--- config.mk ---
export PLATFORM = sky130hd
export DESIGN_NAME = ddr_io_bank
export DESIGN_NICKNAME = d
export VERILOG_FILES = /design/src/rtl/ddr_io_bank.sv
export SDC_FILE = /design/constraint.sdc
export NUM_CORES = 1
export LEC_CHECK = 0
export ABC_AREA = 1
export BUFFER_PORTS_ARGS = -buffer_cell sky130_fd_sc_hd__clkbuf_2
export CAP_MARGIN = 30
export CORE_ASPECT_RATIO = 0.5
export CORE_MARGIN = 8
export CORE_UTILIZATION = 50
export CTS_CLUSTER_SIZE = 24
export DETAILED_ROUTE_END_ITERATION = 6
export PLACE_DENSITY = 0.74
export SLEW_MARGIN = 10
export SYNTH_ARGS = -nofsm -noshare
export SYNTH_HDL_FRONTEND = slang
export SYNTH_SLANG_ARGS = --single-unit
--- constraint.sdc ---
create_clock -name clk -period 1.3 [get_ports clk]
set_input_delay 0.195 -clock clk [delete_from_list [all_inputs] [get_ports clk]]
set_output_delay 0.195 -clock clk [all_outputs]
set_load 0.02 [all_outputs]
--- src/rtl/ddr_io_bank.sv ---
// ddr_io_bank: per-channel pad registers -- synchronised, deglitched DDR input capture
// and registered DDR/SDR output with optional open-drain drive.
module ddr_io_bank #(
    parameter int              WIDTH       = 4,
    parameter int              SYNC_STAGES = 2,
    parameter int              FILTER_LEN  = 3,
    parameter logic [WIDTH-1:0] DDR_OUT    = {WIDTH{1'b1}},
    parameter logic [WIDTH-1:0] OPEN_DRAIN = {WIDTH{1'b0}},
    parameter logic [WIDTH-1:0] IDLE_LEVEL = {WIDTH{1'b0}}
) (
    input  logic             clk,
    input  logic             resetn,
    input  logic             ce,
    input  logic             latch,
    input  logic [WIDTH-1:0] pin_in,
    output logic [WIDTH-1:0] pin_out,
    output logic [WIDTH-1:0] pin_oe,
    input  logic [WIDTH-1:0] d_out_0,
    input  logic [WIDTH-1:0] d_out_1,
    input  logic [WIDTH-1:0] oe,
    output logic [WIDTH-1:0] d_in_0,
    output logic [WIDTH-1:0] d_in_1,
    output logic [WIDTH-1:0] filt_in,
    output logic [WIDTH-1:0] rise,
    output logic [WIDTH-1:0] fall
);
    localparam int CW = $clog2(FILTER_LEN) + 1;
    localparam logic [CW-1:0] CNT_LAST = CW'(FILTER_LEN - 1);

    logic [SYNC_STAGES-1:0][WIDTH-1:0] r_sync;
    logic [SYNC_STAGES:0][WIDTH-1:0]   w_taps;
    logic [WIDTH-1:0][CW-1:0]          r_cnt;
    logic [WIDTH-1:0] w_s, w_low_sel, w_dout;
    logic [WIDTH-1:0] r_din0, r_q1n, r_din1, r_filt, r_rise, r_fall, r_dout0, r_dout1, r_oe;

    // w_taps[k] is the value entering stage k; the top tap is the unheld last stage
    assign w_taps = {r_sync, pin_in};
    assign w_s    = w_taps[SYNC_STAGES];

    always_ff @(posedge clk or negedge resetn)
        if (!resetn) begin
            r_sync  <= {SYNC_STAGES{IDLE_LEVEL}};
            r_din0  <= IDLE_LEVEL;
            r_din1  <= IDLE_LEVEL;
            r_dout0 <= '0;
            r_oe    <= '0;
        end else if (ce) begin
            r_sync  <= w_taps[SYNC_STAGES-1:0];
            r_din0  <= latch ? r_din0 : w_taps[SYNC_STAGES-1];
            r_din1  <= r_q1n;
            r_dout0 <= d_out_0;
            r_oe    <= oe;
        end

    always_ff @(negedge clk or negedge resetn)
        if (!resetn) begin
            r_q1n   <= IDLE_LEVEL;
            r_dout1 <= '0;
        end else if (ce) begin
            r_q1n   <= pin_in;
            r_dout1 <= d_out_1;
        end

    // Filter watches the unheld chain so latch only freezes d_in_0
    always_ff @(posedge clk or negedge resetn)
        if (!resetn) begin
            r_filt <= IDLE_LEVEL;
            r_cnt  <= '0;
            r_rise <= '0;
            r_fall <= '0;
        end else begin
            r_rise <= '0;
            r_fall <= '0;
            if (ce)
                for (int i = 0; i < WIDTH; i++)
                    if (w_s[i] == r_filt[i])
                        r_cnt[i] <= '0;
                    else if (r_cnt[i] != CNT_LAST)
                        r_cnt[i] <= r_cnt[i] + 1'b1;
                    else begin
                        r_cnt[i]  <= '0;
                        r_filt[i] <= w_s[i];
                        r_rise[i] <= w_s[i];
                        r_fall[i] <= ~w_s[i];
                    end
        end

    assign w_low_sel = DDR_OUT & {WIDTH{~clk}};
    assign w_dout    = (w_low_sel & r_dout1) | (~w_low_sel & r_dout0);
    assign pin_out   = w_dout & ~OPEN_DRAIN;
    assign pin_oe    = r_oe & ~(w_dout & OPEN_DRAIN);
    assign d_in_0    = r_din0;
    assign d_in_1    = r_din1;
    assign filt_in   = r_filt;
    assign rise      = r_rise & {WIDTH{ce}};
    assign fall      = r_fall & {WIDTH{ce}};
endmodule

== Word level (Yosys, flattened, before mapping) ==
Cells that the tools add are included.

* Bitwise operators: 20
* Eq/ne operators: 8
* Shift operators: 0
* Order comparisons: 0
* $add $sub $neg: 4
* Reductions and logical operators: 5
* Mux-type cells: 26
* Multipliers: 0
* Div/mod/pow operators: 0

{| class="wikitable"
|+ Operator list
! operator !! number
|-
| 2-to-1 mux 3 bit || 8
|-
| bitwise AND 4 bit || 4
|-
| 2-to-1 mux 1 bit || 16
|-
| NOT 1 bit || 14
|-
| adder 3 x 1 -> 3 bit (second input constant) || 4
|-
| inequality test 3 x 2 -> 1 bit (second input constant) || 4
|-
| AND reduction 3 bit || 4
|-
| 2-to-1 mux 4 bit || 2
|-
| == test 1 bit || 4
|-
| NOT 4 bit || 1
|-
| OR 4 bit || 1
|-
| AND reduction 2 bit || 1
|}

* Input bits: 20
* Register bits after elaboration: 56
* Bits in latches: 0
* ROM bits: 0
* Output and inout bits: 28
* Logic and storage cells: 81
* Memories kept: 0
* RAM bits: 0

== Logic depth before layout (Yosys ltp) ==
* Word-level depth: 4
* Mapped depth: 6
* Mapped depth without buffers: 6

==> results.yml <==
sta:
  setup_viol: 9
  max-slew-margin-rel: 0.629
  clock_skew_ns: 0.0191
  fin_ws_ns: -0.696
  slew_viol_final: 0
  hold_viol: 0
  rsz0062_at_grt: "yes"
  tightest_slew_ns: 0.557
routing:
  wl_per_cell_um: 12.4
  drcViolationCount: 0
  routed-via-count: 2059
  ant_nets: 0
  routed_wl_um: 5360
  routed_via_density: 4.76
  drt_iter0_markers: 83
  dr.pass1.iters: 4
grt:
  first_global_vias: 2169
  grt_max_degree: 30
  grt_pass1_wl_um: 8910
  antenna_found_initial: 0
  grt_remaining_overflow: 0
  grt_usage: 0.153
finish:
  final_core_util: 0.713
  n_antenna_cell: 0
  fill_cells: 349
  area_growth_pct: 34.0
  layout-drive-gt1-share: 0.289
  largest_reg_flops: 12
  largest-register: "r_cnt"
  fin_nets: 385
synthesis:
  ys_seq_elements: 56
  ys_types: 18
  netlist_area_um2: 2400
  syn_nets: 305
  ys.warnings.count: 0
  yosysSeqAreaShare: 0.584
  syn_area_per_cell_um2: 8.42
  synthCells: 285
die:
  dieArea_um2: 7410
  start_util: 0.532
  dieHeight_um: 65.0
  fp.dieW_um: 114
  fp-row-count: 17
  coreArea_um2: 4510
  ios: 48
cts:
  clk_pin_slew_worst_paths_ns: 0.09
  clk_latency_ns: 0.43
  cts_tree: "built"
worst_setup_path:
  cp.arrival_ns: 1.80
  path_max_fanout: 2
  cp.required_ns: 1.11
  setup.worst_path.end_class: "output pin"
  path_class: "register to output pin"
  startpoint_type: "register"
power:
  leakage_uw: 0.00174
  power.density_nw_per_um2: 1740
  peakVddDrop_uv: 888
job:
  drv_cap: 0
placed_design:
  pre_cts_slack_ns: -0.269
  gp_congestion: 0.733
  hpwlAfterDp_um: 3860
  numPortBuffers: 47
outcome:
  violations: "setup timing"
  outcome: "finished with violations"
worst_hold_path:
  holdCritPathClass: "input port to register"
critical path: stages, from the launching register on:
cell,delay [ns]
dfrtn_1,0.41
inv_2,0.05
o21ai_4,0.14
buf_8,0.13
cell usage after synthesis:
library cell,n,share of area
nand2_1,98,0.15
dfrtp_1,48,0.50
inv_1,40,0.063
o21ai_0,30,0.063
nor2_1,16,0.025
nand3_1,12,0.025
dfrtn_1,8,0.083
o21ai_1,6,0.013
buf_4,4,0.013
nand4_1,4,0.010
nor3_1,4,0.0083
o21ai_2,4,0.015
buf_6,3,0.014
clkbuf_1,3,0.0047
a21oi_1,2,0.0042
buf_2,1,0.0021
inv_2,1,0.0016
or2_0,1,0.0026
worst paths after layout:
kind                            cells after the start  startpoint          to  slack, ns
worst max-delay path                                3  r_dout1[1]  pin_out[1]      -0.70
worst min-delay path                                3  d_out_0[1]  r_dout0[1]      0.008
worst max register to register                      2    r_q1n[2]   d_in_1[2]       0.02
worst min register to register                      2    r_q1n[3]    r_q1n[3]       0.47
max in group asynchronous                           2      resetn  r_dout1[0]       0.25
min in group asynchronous                           2      resetn  r_dout0[1]       0.23
placed cells by master (no fill, tap or decap), types with 6 or more instances in the layout:
cell	netlist	final
o21ai_1	6	6
dlygate4sd3_1	0	10
nand2_1	98	94
o21ai_0	30	22
dfrtn_1	8	8
dfrtp_1	48	48
inv_1	40	32
clkbuf_2	0	43
buf_4	4	21
inv_2	1	9
nand3_1	12	12
clkbuf_8	0	9
nor2_1	16	16
o21ai_2	4	8
cell type report:
class | count | area, um2 | share of cell area
clock inverter | 2 | 38.8 | 0.0121
inverter | 41 | 154 | 0.0479
timing repair buffer | 76 | 513 | 0.160
multi-input combinational | 177 | 835 | 0.260
tap | 66 | 82.6 | 0.0257
sequential | 56 | 1400 | 0.436
clock buffer | 15 | 191 | 0.0595
metal layers:
| layer | vias to the layer above | GRT usage | routed length (um) |
|---|---|---|---|
| met3 | 10 | 0.0748 | 430 |
| met2 | 51 | 0.249 | 2540 |
| li1 | 1039 | - | - |
| met5 | - | 0 | 0 |
| met1 | 959 | 0.159 | 2300 |
| met4 | 0 | 0.0969 | 81 |
report_power, final:
group / switching [uW] / internal, uW
sequential: 227 / 2030
clock: 1040 / 1210
combinational: 694 / 404
total: 1960 / 3640
cells by family (layout without fill, tap and decap cells):
kind of cell    Yosys count  count (layout)  synth area share
buf+inv                  52             134            0.0975
simple gates            135             135             0.225
flops                    56              56             0.584
compound gates           42              42            0.0938
timing repair:
item,4_1_cts,5_1_grt
setup buffers,1,4
hold buffers,10,0
endpoints found under the setup margin,12,16
endpoints found under the hold margin,22,0
resized for setup,12,12
through the flow:
stage	power (uW)	TNS [ns]	cells	hold WS (ns)	instance area, um2
finish	5600	-2.74	433	0.00767	3220
detailed placement	3720	-2.26	405	0.131	2850
global route	5920	-2.89	433	0.00652	3220
CTS	5570	-2.85	429	0.00401	3170
global placement	3640	-1.77	405	0.121	2850
floorplan	3270	-1.11	285	-0.101	2480
Note: power is estimated with default switching activity, not from simulation.
